$ cat config.mk
export PLATFORM = sky130hd
export DESIGN_NAME = llm_page_writer
export DESIGN_NICKNAME = d
export VERILOG_FILES = /design/src/rtl/llm_page_writer.sv
export SDC_FILE = /design/constraint.sdc
export NUM_CORES = 1
export LEC_CHECK = 0
export CAP_MARGIN = 15
export CORE_MARGIN = 2
export CORE_UTILIZATION = 36
export CTS_CLUSTER_SIZE = 8
export DETAILED_ROUTE_END_ITERATION = 8
export PLACE_DENSITY = 0.77
export SKIP_CTS_REPAIR_TIMING = 1
export SLEW_MARGIN = 10
export SYNTH_ARGS = -nofsm -noshare
export SYNTH_HDL_FRONTEND = slang
export SYNTH_SLANG_ARGS = --single-unit
$ cat constraint.sdc
create_clock -name clk -period 1.8 [get_ports clk]
set_input_delay 0.36 -clock clk [delete_from_list [all_inputs] [get_ports clk]]
set_output_delay 0.36 -clock clk [all_outputs]
set_load 0.01 [all_outputs]
$ cat src/rtl/llm_page_writer.sv
// llm_page_writer: writes an srdy/drdy packet stream into linked pages with no extra latency, then emits one {head,length} descriptor per packet.
// Input stalls while there is no spare page or a link/descriptor is pending. Optional stat counters: LLM_PAGE_WRITER_STATS_EN.
module llm_page_writer #(
   parameter int lpsz  = 8,
   parameter int lpdsz = lpsz + 1,
   parameter int wpsz  = 2,
   parameter int width = 32,
   parameter int lensz = 16
) (
   input  logic                  clk,
   input  logic                  reset,
   input  logic                  c_srdy,
   output logic                  c_drdy,
   input  logic [width-1:0]      c_data,
   input  logic                  c_eop,
   output logic                  pgreq,
   input  logic                  pgack,
   input  logic                  lprq_srdy,
   output logic                  lprq_drdy,
   input  logic [lpsz-1:0]       lprq_page,
   output logic                  lnp_srdy,
   input  logic                  lnp_drdy,
   output logic [lpsz+lpdsz-1:0] lnp_pnp,
   output logic                  pbuf_wr_en,
   output logic [lpsz+wpsz-1:0]  pbuf_wr_addr,
   output logic [width-1:0]      pbuf_wr_data,
`ifdef LLM_PAGE_WRITER_STATS_EN
   output logic [31:0]           stat_pkts,
   output logic [31:0]           stat_pages,
`endif
   output logic                  desc_srdy,
   input  logic                  desc_drdy,
   output logic [lpsz+lensz-1:0] desc_data
);

   localparam int WPP = 1 << wpsz;
   localparam int LDW = lpdsz - 1;
   localparam logic [wpsz-1:0]  OFF_LAST = wpsz'(WPP - 1);
   localparam logic [lensz-1:0] LEN_MAX  = '1;

   localparam logic [1:0] F_REQ  = 2'd0;
   localparam logic [1:0] F_WAIT = 2'd1;
   localparam logic [1:0] F_HELD = 2'd2;

   localparam logic [2:0] S_IDLE = 3'd0;
   localparam logic [2:0] S_BODY = 3'd1;
   localparam logic [2:0] S_LINK = 3'd2;
   localparam logic [2:0] S_TERM = 3'd3;
   localparam logic [2:0] S_DESC = 3'd4;

   logic [1:0]       fst_q, fst_d;
   logic [2:0]       mst_q, mst_d;
   logic [lpsz-1:0]  spare_q, spare_d;
   logic             spare_vld_q, spare_vld_d;
   logic [lpsz-1:0]  cur_q, cur_d;
   logic [lpsz-1:0]  head_q, head_d;
   logic [wpsz-1:0]  off_q, off_d;
   logic [lensz-1:0] len_q, len_d;

   logic             accept;
   logic             link_hs;
   logic             consume;
   logic             load;
   logic [wpsz-1:0]  wr_off;
   logic [lpsz-1:0]  wr_page;
   logic [lensz-1:0] len_inc;

   // The first word of a packet lands in the spare page before it is registered as cur.
   assign wr_off  = (mst_q == S_IDLE) ? '0 : off_q;
   assign wr_page = (mst_q == S_IDLE) ? spare_q : cur_q;
   assign len_inc = (len_q == LEN_MAX) ? len_q : len_q + 1'b1;

   assign c_drdy    = ((mst_q == S_IDLE) & spare_vld_q) | (mst_q == S_BODY);
   assign accept    = c_srdy & c_drdy;
   assign link_hs   = (mst_q == S_LINK) & spare_vld_q & lnp_drdy;
   assign consume   = ((mst_q == S_IDLE) & accept) | link_hs;
   assign load      = (fst_q == F_WAIT) & lprq_srdy;

   assign pgreq     = (fst_q == F_REQ) & ~spare_vld_q & ~reset;
   assign lprq_drdy = (fst_q == F_WAIT);

   assign pbuf_wr_en   = accept;
   assign pbuf_wr_addr = {wr_page, wr_off};
   assign pbuf_wr_data = c_data;

   assign desc_srdy = (mst_q == S_DESC);
   assign desc_data = {head_q, len_q};

   always_comb begin
      lnp_srdy = 1'b0;
      lnp_pnp  = '0;
      if (mst_q == S_LINK) begin
         lnp_srdy = spare_vld_q;
         lnp_pnp  = {cur_q, 1'b0, LDW'(spare_q)};
      end else if (mst_q == S_TERM) begin
         lnp_srdy = 1'b1;
         lnp_pnp  = {cur_q, 1'b1, LDW'(off_q)};
      end
   end

   always_comb begin
      fst_d       = fst_q;
      spare_d     = load ? lprq_page : spare_q;
      spare_vld_d = consume ? 1'b0 : (load ? 1'b1 : spare_vld_q);
      case (fst_q)
         F_REQ:   if (pgreq && pgack) fst_d = F_WAIT;
         F_WAIT:  if (lprq_srdy) fst_d = F_HELD;
         F_HELD:  if (consume) fst_d = F_REQ;
         default: fst_d = F_REQ;
      endcase
   end

   always_comb begin
      mst_d  = mst_q;
      cur_d  = cur_q;
      head_d = head_q;
      off_d  = off_q;
      len_d  = len_q;
      case (mst_q)
         S_IDLE, S_BODY: begin
            if (accept) begin
               if (mst_q == S_IDLE) begin
                  cur_d  = spare_q;
                  head_d = spare_q;
                  len_d  = {{(lensz-1){1'b0}}, 1'b1};
               end else begin
                  len_d  = len_inc;
               end
               // On eop the offset is frozen so the terminal link can report the last slot.
               if (c_eop) begin
                  off_d = wr_off;
                  mst_d = S_TERM;
               end else begin
                  off_d = wr_off + 1'b1;
                  mst_d = (wr_off == OFF_LAST) ? S_LINK : S_BODY;
               end
            end
         end
         S_LINK: begin
            if (link_hs) begin
               cur_d = spare_q;
               off_d = '0;
               mst_d = S_BODY;
            end
         end
         S_TERM: if (lnp_drdy) mst_d = S_DESC;
         S_DESC: begin
            if (desc_drdy) begin
               len_d = '0;
               off_d = '0;
               mst_d = S_IDLE;
            end
         end
         default: mst_d = S_IDLE;
      endcase
   end

   always_ff @(posedge clk) begin
      if (reset) begin
         fst_q       <= F_REQ;
         mst_q       <= S_IDLE;
         spare_q     <= '0;
         spare_vld_q <= 1'b0;
         cur_q       <= '0;
         head_q      <= '0;
         off_q       <= '0;
         len_q       <= '0;
      end else begin
         fst_q       <= fst_d;
         mst_q       <= mst_d;
         spare_q     <= spare_d;
         spare_vld_q <= spare_vld_d;
         cur_q       <= cur_d;
         head_q      <= head_d;
         off_q       <= off_d;
         len_q       <= len_d;
      end
   end

`ifdef LLM_PAGE_WRITER_STATS_EN
   logic [31:0] stat_pkts_q, stat_pages_q;

   always_ff @(posedge clk) begin
      if (reset) begin
         stat_pkts_q  <= '0;
         stat_pages_q <= '0;
      end else begin
         if (desc_srdy && desc_drdy) stat_pkts_q <= stat_pkts_q + 32'd1;
         if (consume) stat_pages_q <= stat_pages_q + 32'd1;
      end
   end

   assign stat_pkts  = stat_pkts_q;
   assign stat_pages = stat_pages_q;
`endif

endmodule

==> flow_summary.toml, run 1 <==
[setup_path]
worst_path_max_delay_cell = "sky130_fd_sc_hd__dfxtp_4"
crit_path_max_fanout = 9
worst-r2r-setup-slack_ns = -0.18
worstSetupEndpointType = "output pin"
r2r_start = "mst_q[0]"
critical_path_class = "reg2out"
critPathTopFamily = "buffers and inverters"
cp.arrival_ns = 1.75
cp.required_ns = 1.44
critical_path.cell_chain = "nor3_4, buf_6, buf_4, buf_4, mux2_2, clkbuf_2"
worst_path_largest_cell_delay_ns = 0.37
worstPathBufferInverterCount = 4
startpoint_type = "flip-flop"
regToRegEndpoint = "len_q[14]"
rr_worst_depth = 7
path_common_cell = "sky130_fd_sc_hd__buf_4"

[cells_and_area]
final.fill_count = 620
nNetsFinal = 476
finalInstanceArea_um2 = 4060
area_added_between_synthesis_and_finish_pct = 52.9
fraction_of_final_layout_cells_sized_beyond_drive_strength_1_pct = 39.1

[sta]
clock-skew-final_ns = 0.00288
final_max_slew_viol_count = 0
min_period_ns = 2.11
rsz0062_at_grt = "true"
final.setup.worst_slack_ns = -0.305
max_slew_margin_pct = 74.3
final-hold-violation-count = 0
tightest_slew_ns = 0.383
final-setup-viol-count = 28
fmax_mhz = 475
post-route-period-util_pct = 117

[cts]
clock_tree_from_tritoncts = "done"
cts_buffer_depth = 2
maximum_level_of_the_cts_h_tree = 2
clkLatencyLatePin_ns = 0.30
clockRootBuffer = "sky130_fd_sc_hd__clkbuf_8"
clock_sinks = 48
tritoncts.num_buffers = 5
clock_transition_time_at_the_flip_flop_clock_pins_of_the_worst_setup_and_hold_paths_ns = 0.09

[synthesis]
ys.warnings.count = 0
synth.top_cells.by_count = "sky130_fd_sc_hd__dfxtp_1, sky130_fd_sc_hd__nand2_1, sky130_fd_sc_hd__buf_4, sky130_fd_sc_hd__a21oi_1, sky130_fd_sc_hd__nor2_1"
most_area_consuming_cells_after_synthesis = "sky130_fd_sc_hd__dfxtp_1, sky130_fd_sc_hd__buf_4, sky130_fd_sc_hd__a21oi_1, sky130_fd_sc_hd__nand2_1, sky130_fd_sc_hd__mux2i_1"
post_synthesis_sequential_element_count = 48
synth-edff-count = 0
yosys.cell_types.count = 45
yosysTopAreaCellShare_pct = 36.2
post_synth_inst_count = 331
mappedNetlistArea_um2 = 2650
syn-mean-instance-area_um2 = 8.01
synth-main-ff-cell = "sky130_fd_sc_hd__dfxtp_1"
synth-async-reset-ratio_pct = 0
synth-seq-area-share_pct = 36.2
synth_top_area_cell = "sky130_fd_sc_hd__dfxtp_1"
synth_fp_nets = 381
yosysMostFrequentCell = "sky130_fd_sc_hd__dfxtp_1"

[min_path]
min_to = "head_q[0]"
holdPathStages = 2
worstHoldStart = "head_q[0]"
hp-class = "reg2reg"

[placed_design]
gp_congestion = 0.798
postPlaceCellArea_um2 = 3500
dp_hpwl_um = 5160
place_ws_ns = -0.438
placement.io_buffers = 72

[route]
detailedRoute.firstIterationViolations = 142
postRouteWirelength_um = 8250
wl_met2_um = 4340
m1WireLength_um = 3120
drtPass1Iterations = 4
drc = 0
ant_nets = 0
dr_wl_met3_um = 649
dr_total_vias = 2752
vias_per_cell = 5.22
top_sig_layer = "met4"
drt-wirelength-per-cell_um = 15.6

[run_status]
violations_in_the_final_reports = "negative setup slack"
status = "complete, but fails checks"

[die]
die-width_um = 89.8
floorplan.rows = 31
io_pins = 137
initial_core_util_pct = 36.9
die-area_um2 = 8070
die_height_um = 89.8
design.core.area_um2 = 7180

[pwr]
p_per_area_nw_per_um2 = 652
vdd.ir_drop.worst_mv = 0.299
leakagePower_nw = 1.67
power.total_w = 0.00264

[grt]
maximum_number_of_pins_on_one_net_before_global_route_repair = 26
grt_first_pass_wirelength_um = 11600
antenna_found_initial = 1
globalRouteTotalUtil_pct = 17.1
grt-ovfl-total = 0
first_global_vias = 2501

[job]
drv_cap = 0
per-stage QoR:
step                      hold WS (ns)  TNS, ns  cells  utilization (%)
after floorplan                  0.447  -0.0162    331                -
after global placement           0.443    -9.10    495             48.8
after detailed placement         0.453    -9.68    495             48.8
after CTS                        0.470   -15.12    503             50.0
after global routing             0.496    -4.95    527             56.5
final                            0.463    -3.06    527             56.5
state kept, by name (all words and copies together) (netlist names):
name and flops:
mst_q 3, head_q 8, spare_vld_q 1, spare_q 8
off_q 2, cur_q 8, fst_q 2, len_q 16
worst register-to-register path, stage by stage, from the launching register on:
cell	delay, ns
sky130_fd_sc_hd__dfxtp_4	0.38
sky130_fd_sc_hd__buf_8	0.11
sky130_fd_sc_hd__buf_6	0.10
sky130_fd_sc_hd__o21ai_4	0.05
sky130_fd_sc_hd__o21a_4	0.24
sky130_fd_sc_hd__or4_4	0.53
sky130_fd_sc_hd__or4_1	0.41
sky130_fd_sc_hd__nand2_1	0.08
how the worst max path moves through the flow:
stage	startpoint	endpoint	slack, ns	cells past startpoint
6_report	mst_q[0]	pbuf_wr_addr[3]	-0.31	6
5_1_grt	mst_q[0]	pbuf_wr_addr[3]	-0.37	6
4_1_cts	mst_q[1]	pbuf_wr_addr[3]	-0.60	4
3_5_place_dp	c_srdy	len_q[14]	-0.44	6
3_3_place_gp	c_srdy	len_q[14]	-0.43	6
2_1_floorplan	mst_q[2]	off_q[1]	-0.02	9
cells in the final DEF (no fill, tap or decap), types with 3 or more instances in the layout:
master                            synthesis  routed
sky130_fd_sc_hd__mux2_2                   9       9
sky130_fd_sc_hd__mux2i_1                 14      13
sky130_fd_sc_hd__nand3b_1                 3       3
sky130_fd_sc_hd__or3_4                    0       4
sky130_fd_sc_hd__nand3_1                 10       8
sky130_fd_sc_hd__nand4_1                  3       3
sky130_fd_sc_hd__nand2_1                 42      42
sky130_fd_sc_hd__and2_4                   0      10
sky130_fd_sc_hd__a21oi_2                  0       7
sky130_fd_sc_hd__buf_6                    1      21
sky130_fd_sc_hd__a21oi_1                 33      26
sky130_fd_sc_hd__dfxtp_1                 48      43
sky130_fd_sc_hd__clkbuf_2                 0      16
sky130_fd_sc_hd__clkbuf_8                 0       5
sky130_fd_sc_hd__o21ai_0                 17      13
sky130_fd_sc_hd__a211o_4                  0       4
sky130_fd_sc_hd__dlymetal6s2s_1           0       7
sky130_fd_sc_hd__buf_4                   34      49
sky130_fd_sc_hd__or3_1                    9       5
sky130_fd_sc_hd__dfxtp_2                  0       3
sky130_fd_sc_hd__inv_1                    7       6
sky130_fd_sc_hd__nor2b_1                  4       4
sky130_fd_sc_hd__and2_1                  16       6
sky130_fd_sc_hd__clkdlybuf4s50_1          0      37
sky130_fd_sc_hd__or4_4                    1       3
sky130_fd_sc_hd__nor2_1                  28      23
sky130_fd_sc_hd__o21ai_1                  0       3
sky130_fd_sc_hd__nor2_2                   0       3
cell type report:
cell class	instances	area (um^2)	share of cell area (%)
multi-input cells	228	1620	39.9
diodes	1	2.50	0.0617
well taps	99	124	3.05
clock buffers	5	68.8	1.70
inverters	8	32.5	0.802
flip-flops and latches	48	972	24.0
repair buffers	135	1220	30.0
clock inverters	3	21.3	0.525
per-layer routing:
| metal | global-route usage [%] | up-vias |
|---|---|---|
| met5 | 0 | - |
| met4 | 5.00 | 0 |
| met3 | 6.45 | 15 |
| met2 | 29.5 | 114 |
| met1 | 19.7 | 1320 |
| li1 | - | 1303 |
logic make-up (layout without fill, tap and decap cells):
kind of cell | Yosys count | in the layout | synth area share (%)
AOI/OAI and AO/OA | 65 | 67 | 14.6
xor gates and xnor gates | 2 | 2 | 0.661
adders and majority gates | 2 | 2 | 0.944
buffers and inverters | 57 | 151 | 13.3
DFF | 48 | 48 | 36.2
muxes | 23 | 23 | 9.11
other | 0 | 1 | 0
and+or+nand+nor | 134 | 134 | 25.2
where the power goes:
group          leakage (nW)  internal, W  switching (W)
Clock                0.0445     0.000276       0.000375
Sequential            0.391      0.00110      0.0000428
Combinational          1.24     0.000476       0.000377
Total                  1.67      0.00185       0.000795
Note: power is estimated with default switching activity, not from simulation.
==> run 2, diff against run 1 <==
ABC_AREA = 1   (was unset)
CORE_UTILIZATION = 38   (was 36)
==> run 2 against run 1 <==
The run still ends with negative setup slack left. Critical path type unchanged. Largest cell class unchanged. Worst setup slack better by 0.043 ns. Core utilization is 2.8 points lower. Design area is 2.3% higher. Cell count is 27% higher. Synthesized cell count is 44% higher.
==> flow_summary.toml, run 2 <==
[cts]
cts_buffer_depth = 2
clockRootBuffer = "sky130_fd_sc_hd__clkbuf_8"
clock_transition_time_at_the_flip_flop_clock_pins_of_the_worst_setup_and_hold_paths_ns = 0.09
clock_tree_from_tritoncts = "done"
maximum_level_of_the_cts_h_tree = 2
tritoncts.num_buffers = 5
clock_sinks = 48
clkLatencyLatePin_ns = 0.31

[cells_and_area]
fraction_of_final_layout_cells_sized_beyond_drive_strength_1_pct = 22.3
largest_register_ff_count = 16
n_antenna_cell = 0
final_common_cell = "sky130_fd_sc_hd__nand2_1"
most-common-layout-cells = "sky130_fd_sc_hd__nand2_1, sky130_fd_sc_hd__nor2_1, sky130_fd_sc_hd__inv_1"
top_register = "len_q"
nNetsFinal = 615
sequential_cell_area_um2 = 968
multi_input_comb_area_um2 = 1560
area_added_between_synthesis_and_finish_pct = 36.9
final.fill_count = 726
finalCoreUtilization_pct = 53.7

[grt]
maximum_number_of_pins_on_one_net_before_global_route_repair = 20
first_global_vias = 3082
antenna_found_initial = 0
grt-ovfl-total = 0
grt_first_pass_wirelength_um = 13700
globalRouteTotalUtil_pct = 19.2

[synthesis]
ys.warnings.count = 0
synth-main-ff-cell = "sky130_fd_sc_hd__dfxtp_1"
synth_fp_nets = 526
synth_top_area_cell = "sky130_fd_sc_hd__dfxtp_1"
synth-edff-count = 0
most_area_consuming_cells_after_synthesis = "sky130_fd_sc_hd__dfxtp_1, sky130_fd_sc_hd__nand2_1, sky130_fd_sc_hd__nor2_1, sky130_fd_sc_hd__buf_4, sky130_fd_sc_hd__inv_1"
post_synthesis_sequential_element_count = 48
yosysMostFrequentCell = "sky130_fd_sc_hd__nand2_1"
post_synth_inst_count = 476
synth.top_cells.by_count = "sky130_fd_sc_hd__nand2_1, sky130_fd_sc_hd__nor2_1, sky130_fd_sc_hd__inv_1, sky130_fd_sc_hd__dfxtp_1, sky130_fd_sc_hd__nand3_1"
yosys.cell_types.count = 32
mappedNetlistArea_um2 = 3030
yosysTopAreaCellShare_pct = 31.7
syn-mean-instance-area_um2 = 6.37
synth-seq-area-share_pct = 31.7
synth-async-reset-ratio_pct = 0

[die]
design.core.area_um2 = 7730
io_pins = 137
die_height_um = 93.3
die-width_um = 93.3
die-area_um2 = 8710
initial_core_util_pct = 39.2
floorplan.rows = 32

[setup_path]
worst_path_largest_cell_delay_ns = 0.53
critPathTopFamily = "buffers and inverters"
critical_path.cell_chain = "inv_1, nand2_1, nor2_2, buf_4, clkdlybuf4s50_1"
worst_path_max_delay_cell = "sky130_fd_sc_hd__clkdlybuf4s50_1"
startpoint_type = "flip-flop"
cp.arrival_ns = 1.70
cp.required_ns = 1.44
crit_path_max_fanout = 4
critical_path_class = "reg2out"
worstSetupEndpointType = "output pin"
worstPathBufferInverterCount = 3

[sta]
holdWs_ns = 0.486
rsz0062_at_grt = "true"
fmax_mhz = 485
max_slew_margin_pct = 71.1
final.setup.worst_slack_ns = -0.262
final-hold-violation-count = 0
post-route-period-util_pct = 115
final-setup-viol-count = 7
min_period_ns = 2.06
clock-skew-final_ns = 0.00503
tightest_slew_ns = 0.432
final_max_slew_viol_count = 0
finalSetupTns_ns = -0.365

[route]
vias_per_cell = 4.83
dr_total_vias = 3228
postRouteWirelength_um = 8240
drtPass1Iterations = 7
ant_nets = 0
drc = 0
detailedRoute.firstIterationViolations = 92
drt-wirelength-per-cell_um = 12.3

[run_status]
violations_in_the_final_reports = "negative setup slack"
status = "complete, but fails checks"

[job]
drv_cap = 0

[placed_design]
dp_hpwl_um = 6180
gp_congestion = 0.907
placement.io_buffers = 72

[min_path]
hp-class = "reg2reg"

[pwr]
vdd.ir_drop.worst_mv = 0.554
p_per_area_nw_per_um2 = 1020
leakagePower_nw = 1.98
## run 2: changes by cell type after synthesis, sizes merged, moves of 6 or more
cell / previous run / this run
clkbuf: 10 / 4
mux2: 9 / 0
o21ai: 18 / 37
nand2: 42 / 98
or3: 9 / 0
nand3: 10 / 38
inv: 7 / 66
and2: 16 / 0
nor2: 28 / 93
mux2i: 14 / 0
## run 2: path summary, 6_finish.rpt
path / slack (ns) / to / start / cells past startpoint
worst min-delay path: 0.49 / off_q[1] / off_q[1] / 2
worst max register to register: 0.08 / off_q[1] / mst_q[1] / 12
worst max-delay path: -0.26 / lnp_pnp[8] / mst_q[2] / 5
worst min register to register: 0.49 / off_q[1] / off_q[1] / 2
## run 2: where the power goes
group | internal [W] | switching [W] | total, W
Combinational | 0.000960 | 0.00115 | 0.00211
Sequential | 0.00120 | 0.000118 | 0.00132
Clock | 0.000419 | 0.000389 | 0.000808
Total | 0.00258 | 0.00166 | 0.00423
## run 2: kinds of logic (layout without fill, tap and decap cells)
logic type	after synthesis	after routing	share of synthesized area (%)
compound gates	74	74	12.5
fa+ha+maj	2	2	0.825
simple gates	239	239	35.5
flops	48	48	31.7
xor+xnor	1	1	0.289
buf+inv	112	202	19.1
## run 2: worst reg2reg max path: stages, from the launching register on
cell and delay [ns]:
sky130_fd_sc_hd__dfxtp_4 0.36, sky130_fd_sc_hd__buf_6 0.11, sky130_fd_sc_hd__nor2_4 0.14, sky130_fd_sc_hd__nand2_4 0.10, sky130_fd_sc_hd__buf_6 0.14, sky130_fd_sc_hd__nand2_4 0.08, sky130_fd_sc_hd__inv_4 0.04, sky130_fd_sc_hd__buf_6 0.11
sky130_fd_sc_hd__ha_4 0.25, sky130_fd_sc_hd__o21ai_2 0.05, sky130_fd_sc_hd__o21ai_1 0.13, sky130_fd_sc_hd__nand2_1 0.07, sky130_fd_sc_hd__nor2_1 0.09
## run 2: layout make-up
cell class,instances,area share (%)
Clock buffer,5,1.66
Clock inverter,3,1.12
Inverter,67,6.12
Multi-Input combinational cell,316,37.7
Sequential cell,48,23.3
Tap cell,102,3.08
Timing Repair Buffer,127,27.0
## run 2: per-stage QoR
stage / power (W) / cell area, um^2 / std cells / worst slack (ns)
finish: 0.00423 / 4150 / 668 / -0.262
global route: 0.00454 / 4150 / 668 / -0.354
CTS: 0.00412 / 4090 / 664 / -0.516
detailed placement: 0.00330 / 3970 / 656 / -0.232
global placement: 0.00326 / 3970 / 656 / -0.195
floorplan: 0.00248 / 3030 / 476 / 0.0988
## run 2: per-layer routing
layer	global-route usage (%)	vias to the layer above	part of all wire, %
li1	-	1639	-
met1	22.2	1482	43
met2	33.2	93	48
met3	6.20	14	6.8
met4	6.99	0	1.5
met5	0	-	0
